### config.mk
export PLATFORM = sky130hd
export DESIGN_NAME = wb_stage
export DESIGN_NICKNAME = d
export VERILOG_FILES = /design/src/rtl/wb_pkg.sv /design/src/rtl/load_ext.sv /design/src/rtl/wb_stage.sv
export SDC_FILE = /design/constraint.sdc
export NUM_CORES = 1
export LEC_CHECK = 0
export ABC_AREA = 1
export CORE_MARGIN = 10
export CORE_UTILIZATION = 42
export CTS_CLUSTER_SIZE = 16
export DETAILED_ROUTE_END_ITERATION = 6
export GPL_TIMING_DRIVEN = 0
export MAX_ROUTING_LAYER = met4
export PLACE_DENSITY_LB_ADDON = 0.2
export SYNTH_ARGS = -nofsm -noshare
export SYNTH_HDL_FRONTEND = slang
export SYNTH_SLANG_ARGS = --single-unit
export TNS_END_PERCENT = 30
### constraint.sdc
create_clock -name clk -period 1.6 [get_ports clk]
set_clock_uncertainty 0.1 [all_clocks]
set_input_delay 0.32 -clock clk [delete_from_list [all_inputs] [get_ports clk]]
set_output_delay 0.32 -clock clk [all_outputs]
set_load 0.02 [all_outputs]
### src/rtl/wb_pkg.sv
// Shared definitions for the write-back stage.
// Holds the default datapath, index and counter widths, and the load-type
// encodings used by the MEM stage to tell write-back how to extend a load.
package wb_pkg;

  localparam int DW   = 32;
  localparam int AW   = 5;
  localparam int CNTW = 32;

  // Load-type encodings. Codes 5..7 are reserved and behave as LW.
  localparam logic [2:0] LD_LW  = 3'd0;
  localparam logic [2:0] LD_LB  = 3'd1;
  localparam logic [2:0] LD_LBU = 3'd2;
  localparam logic [2:0] LD_LH  = 3'd3;
  localparam logic [2:0] LD_LHU = 3'd4;

endpackage

### src/rtl/load_ext.sv
// Load extension unit (purely combinational).
// Picks the addressed byte or halfword out of a little-endian 32-bit memory
// word and sign- or zero-extends it to 32 bits.
// Ports:
//   word     in  32  raw word read from data memory
//   ld_type  in  3   load type (wb_pkg encodings)
//   addr_lo  in  2   byte address bits [1:0]
//   result   out 32  extended load value
module load_ext
  import wb_pkg::*;
(
  input  logic [31:0] word,
  input  logic [2:0]  ld_type,
  input  logic [1:0]  addr_lo,
  output logic [31:0] result
);

  logic [7:0]  lane [4];
  logic [7:0]  byte_sel;
  logic [15:0] half_sel;

  // Split the word into its four byte lanes; lane 0 is the lowest address.
  generate
    for (genvar gi = 0; gi < 4; gi++) begin : g_lane
      assign lane[gi] = word[8*gi +: 8];
    end
  endgenerate

  assign byte_sel = lane[addr_lo];
  // Halfwords use only addr_lo[1]; a misaligned addr_lo[0] is ignored rather
  // than trapped.
  assign half_sel = addr_lo[1] ? word[31:16] : word[15:0];

  always_comb begin
    result = word;
    case (ld_type)
      LD_LB:   result = {{24{byte_sel[7]}}, byte_sel};
      LD_LBU:  result = {24'd0, byte_sel};
      LD_LH:   result = {{16{half_sel[15]}}, half_sel};
      LD_LHU:  result = {16'd0, half_sel};
      default: result = word;  // LW and reserved codes
    endcase
  end

endmodule

### src/rtl/wb_stage.sv
// Pipeline write-back stage.
// Captures MEM-stage results in the MEM/WB register, selects ALU or extended
// load data, drives the register-file write port and a same-cycle bypass to
// decode, and counts retired instructions.
// Ports:
//   clk, rst              clock and synchronous active-high reset
//   stall, flush          hold / bubble the MEM/WB register
//   in_valid .. in_mem    MEM-stage instruction fields and data
//   we, rw, rd            register-file write port
//   fwd_valid/rw/data     bypass copy of the write port
//   retired               count of valid instructions leaving WB
module wb_stage
  import wb_pkg::*;
#(
  parameter int DW   = wb_pkg::DW,
  parameter int AW   = wb_pkg::AW,
  parameter int CNTW = wb_pkg::CNTW
) (
  input  logic            clk,
  input  logic            rst,
  input  logic            stall,
  input  logic            flush,
  input  logic            in_valid,
  input  logic            in_we,
  input  logic            in_memtoreg,
  input  logic [2:0]      in_ld_type,
  input  logic [1:0]      in_addr_lo,
  input  logic [AW-1:0]   in_rw,
  input  logic [DW-1:0]   in_alu,
  input  logic [DW-1:0]   in_mem,
  output logic            we,
  output logic [AW-1:0]   rw,
  output logic [DW-1:0]   rd,
  output logic            fwd_valid,
  output logic [AW-1:0]   fwd_rw,
  output logic [DW-1:0]   fwd_data,
  output logic [CNTW-1:0] retired
);

  logic            valid_reg;
  logic            we_reg;
  logic            memtoreg_reg;
  logic [2:0]      ld_type_reg;
  logic [1:0]      addr_lo_reg;
  logic [AW-1:0]   rw_reg;
  logic [DW-1:0]   alu_reg;
  logic [DW-1:0]   mem_reg;
  logic [CNTW-1:0] retired_reg;
  logic [DW-1:0]   load_val;

  // MEM/WB register: rst > flush > stall > load. A bubble clears every field
  // so a flushed slot looks identical to the reset state.
  always_ff @(posedge clk) begin
    if (rst || flush) begin
      valid_reg    <= 1'b0;
      we_reg       <= 1'b0;
      memtoreg_reg <= 1'b0;
      ld_type_reg  <= 3'd0;
      addr_lo_reg  <= 2'd0;
      rw_reg       <= '0;
      alu_reg      <= '0;
      mem_reg      <= '0;
    end else if (!stall) begin
      valid_reg    <= in_valid;
      we_reg       <= in_we;
      memtoreg_reg <= in_memtoreg;
      ld_type_reg  <= in_ld_type;
      addr_lo_reg  <= in_addr_lo;
      rw_reg       <= in_rw;
      alu_reg      <= in_alu;
      mem_reg      <= in_mem;
    end
  end

  // The instruction in WB retires whenever the stage advances, even if a
  // flush is replacing it with a bubble or it does not write a register.
  always_ff @(posedge clk) begin
    if (rst) begin
      retired_reg <= '0;
    end else if (valid_reg && !stall) begin
      retired_reg <= retired_reg + CNTW'(1);
    end
  end

  load_ext u_load_ext (
    .word    (mem_reg),
    .ld_type (ld_type_reg),
    .addr_lo (addr_lo_reg),
    .result  (load_val)
  );

  // r0 is hardwired zero, so its writes are suppressed; rd is still formed.
  assign we = valid_reg & we_reg & (rw_reg != '0);
  assign rw = rw_reg;
  assign rd = memtoreg_reg ? load_val : alu_reg;

  // Decode reads the register file in the same cycle this write commits, so
  // it needs the pending write directly.
  assign fwd_valid = we;
  assign fwd_rw    = rw;
  assign fwd_data  = rd;

  assign retired = retired_reg;

endmodule
# Word-level counts from Yosys, hierarchy flattened
# Cells that the tools add are included.
dict set report word_totals {
  regBits 109
  latch_bits 0
  ram_bits 0
  rom_bits 0
  input_bits 81
  out_inout_bits 108
  wordCells 28
  memories 0
}
dict set report op_classes {
  addsub 1
  multipliers 0
  n_div 0
  n_lt_le_gt_ge 1
  n_eq_ne 4
  shift 0
  mux 6
  n_bitwise 3
  n_reduce_logical 4
}
# cell count
set ops {}
lappend ops {{case mux 32 bit (4 select lines)} 1}
lappend ops {{adder 32 x 1 -> 32 bit (second input constant)} 1}
lappend ops {{2-to-1 mux 32 bit} 1}
lappend ops {{binary-select mux 8 bit (select 2 bit)} 1}
lappend ops {{2-to-1 mux 16 bit} 1}
lappend ops {{2-to-1 mux 8 bit} 2}
lappend ops {{== test 3 x 2 -> 1 bit (second input constant)} 2}
lappend ops {{nonzero test 5 bit} 1}
lappend ops {{== test 3 x 1 -> 1 bit (second input constant)} 1}
lappend ops {{== test 3 bit (second input constant)} 1}
lappend ops {{>= comparator 3 bit (second input constant)} 1}
lappend ops {{inverter 2 -> 3 bit} 1}
lappend ops {{bitwise AND 1 bit} 2}
lappend ops {{logical AND 1 bit} 1}
lappend ops {{zero test 1 bit} 1}
lappend ops {{logical OR 1 bit} 1}

# Logic depth before layout (Yosys ltp)
dict set report logic_depth {
  ltp_word 6
  depth_mapped 10
  mapped_depth_nobuf 9
}

# Modules after synthesis
# Synthesis repeated with hierarchy kept, for this count alone.
dict set report hier_totals {
  hier_cells 947
  area_unflattened_um2 6107.1
}
# module instances cells_per_inst area_each_um2
set by_module_without_submodules {}
lappend by_module_without_submodules {wb_stage 1 715 5033.6}
lappend by_module_without_submodules {load_ext 1 232 1073.5}

# Least setup slack after synthesis
# OpenSTA, ideal clock, no wires.
dict set report synth_path {
  path_type {register -> output}
  from {register addr_lo_reg[1]}
  to {output rd[25]}
  arrival_ps 1670
  required_ps 1180
  path_slack_ps -490
  stages_incl_launch_ff 11
  path_buffers 3
  cell_sequence {dfxtp_1 -> buf_6 -> nand2_1 -> o21ai_1 -> nand2_1 -> nand3_4 -> nand2_2 -> inv_4 -> buf_6 -> a21oi_1 -> buf_4}
}
dict set report synth_via {
  elab_chain_cells 6
  word_cells_on_any_way 7
  cone_classes {mux: 6; bitwise: 1}
}
# element line
set synth_rtl {}
lappend synth_rtl {{start: declaration} wb_stage.sv:44} ;# logic [1:0] addr_lo_reg;
lappend synth_rtl {{start signal: assignment} wb_stage.sv:68} ;# addr_lo_reg <= in_addr_lo;
lappend synth_rtl {{inverter 2 -> 3 bit (not written as such)} load_ext.sv:29} ;# assign byte_sel = lane[addr_lo];
lappend synth_rtl {{binary-select mux 8 bit (select 2 bit)} load_ext.sv:29}
lappend synth_rtl {{2-to-1 mux 8 bit (not written as such) (2 in a row)} load_ext.sv:29}
lappend synth_rtl {{case mux 32 bit (4 select lines) (*)} load_ext.sv:36} ;# case (ld_type)
lappend synth_rtl {{2-to-1 mux 32 bit (*)} wb_stage.sv:95} ;# assign rd = memtoreg_reg ? load_val : alu_reg;
lappend synth_rtl {{end: declaration} wb_stage.sv:33} ;# output logic [DW-1:0] rd,
# Every way passes the cells marked *; elsewhere a longest branch is shown, timed or not. The select of a mux whose other input is x is not followed.

# Worst setup path after layout
dict set report layout_path {
  from {register ld_type_reg[0]}
  to {output rd[3]}
}
dict set report layout_via {
  elab_chain_cells 3
  word_cells_on_any_way 6
  cone_classes {eq/ne: 4; mux: 2}
}
# element line
set layout_rtl {}
lappend layout_rtl {{start: declaration} wb_stage.sv:43} ;# logic [2:0] ld_type_reg;
lappend layout_rtl {{start signal: assignment} wb_stage.sv:67} ;# ld_type_reg <= in_ld_type;
lappend layout_rtl {{== test 3 bit (tied with other cells)} load_ext.sv:36}
lappend layout_rtl {{case mux 32 bit (4 select lines) (*)} load_ext.sv:36}
lappend layout_rtl {{2-to-1 mux 32 bit (*)} wb_stage.sv:95}
# Every way passes the cells marked *; elsewhere a longest branch is shown, timed or not.

==> flow_metrics.env <==
export IMPL_numPortBuffers=186
export IMPL_dpl_hpwl_um=16100
export IMPL_p_per_area_mw_per_mm2=743
export IMPL_async_flop_share_pct=0
export IMPL_grt_pass1_wl_um=34200
export IMPL_vias_per_cell=5.07
export IMPL_syn_avg_cell_area_um2=6.60
export IMPL_vias=6650
export IMPL_drtIter0Drc=421
export IMPL_period_share_pct=154
export IMPL_netlist_instances=898
export IMPL_path_common_cell="buf_4"
export IMPL_nNetsFinal=1205
export IMPL_cts_root_buf="clkbuf_16"
export IMPL_timing_rr_end="retired[26]"
export IMPL_r2r_slack_ps=40
export IMPL_htree_num_levels=3
export IMPL_path_clk_slew_ps=70
export IMPL_wl_per_cell_um=16.6
export IMPL_die_h_um=139
export IMPL_cpMaxStageDelayCell="dfxtp_4"
export IMPL_postCtsHoldBufs=0
export IMPL_ys_flop_type="dfxtp_1"
export IMPL_pin_count=189
export IMPL_synth_yosys_seq_area_share_pct=36.8
export IMPL_critical_path_reg2reg_startpoint="retired[0]"
export IMPL_utilization_pct=66.6
export IMPL_synth_cell_types=40
export IMPL_worstMarginPinSlew_ps=634
export IMPL_post_route_cells_drive_above_1_share_pct=27.7
export IMPL_fin_area_mm2=0.00925
export IMPL_cts_tree="done"
export IMPL_p_sw_mw=1.83
export IMPL_fin_tns_setup_ps=-46870
export IMPL_intPower_mw=5.03
export IMPL_min_path_cells=2
export IMPL_cts_sinks=109
export IMPL_power_frac_comb_pct=20.2
export IMPL_cts_path_max_buffers=2
export IMPL_failed_checks="negative setup slack"
export IMPL_min_to="retired[2]"
export IMPL_synth_yosys_warnings=0
export IMPL_start_kind="flop"
export IMPL_setup_viol=66
export IMPL_outcome="finished with violations"
export IMPL_syn2layout_area_growth_pct=55.9
export IMPL_max_freq_ghz=0.407
export IMPL_ant_nets=0
export IMPL_die_area_mm2=0.0193
export IMPL_synth_edf_count=0
export IMPL_start_util_pct=42.7
export IMPL_criticalPathCategory="reg -> out"
export IMPL_grt_ovfl_total=0
export IMPL_max_cap_violations=0
export IMPL_layout_common_cells="nand2_1, nor2_1, dfxtp_1"
export IMPL_numCtsBuffers=9
export IMPL_drcViolationCount=0
export IMPL_crit_chain="inv_2 > nand3_2 > nand2_4 > nor2_4 > buf_4 > buf_6 > nand2_1 > nand3_2 > nand2_1 > nand2_2 > buf_4 > buf_4 > buf_6"
export IMPL_relSlewSlack_pct=57.8
export IMPL_syn_nets=980
export IMPL_total_power_mw=6.87
export IMPL_maxSlewViolCount=0
export IMPL_max_vdd_ir_drop_uv=629
export IMPL_grt_usage_pct=22.1
export IMPL_ys_ff_latch=109
export IMPL_first_pass_iters=4
export IMPL_hold_class="in -> reg"
export IMPL_period_needed_ps=2460
export IMPL_hold_viol=0
export IMPL_syn_area_mm2=0.00593
export IMPL_worstPathArrival_ps=2040
export IMPL_r2r_cells=8
export IMPL_cp_max_fo=5
export IMPL_grt_max_degree=18
export IMPL_dpl_cell_area_mm2=0.00820
export IMPL_rows=43
export IMPL_clock_latency_ps=360
export IMPL_cpPeakStageDelay_ps=370
export IMPL_p_clk_share_pct=38.4
export IMPL_hp_start="rst"
export IMPL_antenna_found_initial=3
export IMPL_core_mm2=0.0139
export IMPL_gp_congestion=0.971
export IMPL_fin_ws_ps=-857
export IMPL_required_ps=1180
export IMPL_setup_worst_path_end_class="primary output"
export IMPL_switching_share_pct=26.7
export IMPL_hold_worst_slack_ps=178
export IMPL_wirelength_um=21700
export IMPL_p_seq_share_pct=41.4
export IMPL_p_leak_nw=4.00
export IMPL_rsz0062_at_grt="yes"
export IMPL_dieWidth_um=139
export IMPL_grt_pass1_vias=6608
export IMPL_layout_commonest_cell="nand2_1"
## layout make-up
| class | instances | area, um^2 |
|---|---|---|
| Antenna cell | 3 | 7.51 |
| Buffer | 84 | 608 |
| Clock buffer | 11 | 243 |
| Clock inverter | 5 | 108 |
| Fill cell | 1223 | 4630 |
| Inverter | 64 | 274 |
| Multi-Input combinational cell | 639 | 3470 |
| Sequential cell | 109 | 2210 |
| Tap cell | 180 | 225 |
| Timing Repair Buffer | 216 | 2100 |
## per-stage QoR
stage | setup WS, ps | instances
after floorplan | -336 | 898
after global placement | -1120 | 1264
after detailed placement | -1120 | 1264
after CTS | -841 | 1299
after global routing | -916 | 1311
final | -857 | 1311
## worst max path at each step
stage              startpoint      to  slack [ps]  cells past startpoint
5_1_grt        addr_lo_reg[1]  rd[12]        -920                     10
6_report       ld_type_reg[0]   rd[3]        -860                     13
3_5_place_dp     memtoreg_reg  rd[26]       -1120                      7
3_3_place_gp     memtoreg_reg  rd[26]       -1120                      7
2_1_floorplan  addr_lo_reg[1]  rd[21]        -340                     10
4_1_cts        ld_type_reg[0]   rd[1]        -840                     11
## critical path: cells and delay by family (launching register included)
family        cells  cell delay [ps]
flops             1              370
buf+inv           6              720
simple gates      7              580
## power by group through the flow
stage	clock [mW]	sequential (mW)	combinational, mW
detailed placement	0	2.89	1.21
finish	2.64	2.84	1.39
floorplan	0	2.88	0.663
global placement	0	2.89	1.20
CTS	2.67	2.84	1.31
global route	2.77	2.85	1.48
## repair_timing
| action | in CTS | in global routing |
|---|---|---|
| pin swaps | 22 | 31 |
| cloned | 3 | 0 |
| resized for setup | 475 | 98 |
| setup endpoints to repair | 117 | 131 |
| buffers inserted | 17 | 11 |
## cell usage after synthesis (2+ instances only)
library cell | number | area share [%]
buf_1 | 2 | 0.13
buf_2 | 14 | 1.2
xor2_1 | 2 | 0.30
nor2_1 | 111 | 7.0
clkbuf_1 | 26 | 1.6
nor3_1 | 5 | 0.42
nand4_1 | 13 | 1.4
a21oi_2 | 2 | 0.30
nand3_1 | 35 | 3.0
o21ai_0 | 25 | 2.1
o21ai_1 | 2 | 0.17
nand3_4 | 2 | 0.59
nor2_2 | 6 | 0.63
a211oi_1 | 19 | 2.4
o211ai_1 | 14 | 1.8
o21a_1 | 2 | 0.25
buf_4 | 42 | 5.3
a21oi_1 | 112 | 9.5
or2_2 | 8 | 0.84
nand3_2 | 3 | 0.51
a31oi_1 | 2 | 0.21
buf_6 | 2 | 0.38
nand2_2 | 2 | 0.21
nor2_4 | 2 | 0.38
inv_1 | 61 | 3.9
dfxtp_1 | 109 | 37
nand2_4 | 2 | 0.38
nand2_1 | 261 | 17
## per-layer routing
layer	global-route usage (%)	wire (um)
met1	24.3	8910
met5	-	0
met2	38.0	11100
met3	6.03	1300
met4	6.86	419
## cell families (layout without fill, tap and decap cells)
family                     Yosys count  after routing  share of synthesized area [%]
other                                0              3                              0
DFF                                109            109                           36.8
buffers and inverters              150            380                           12.8
adders and majority gates            1              1                          0.211
and+or+nand+nor                    456            456                           33.0
xor gates and xnor gates             3              3                          0.443
AOI/OAI and AO/OA                  179            179                           16.8
Power figures use the tool's default switching activity.
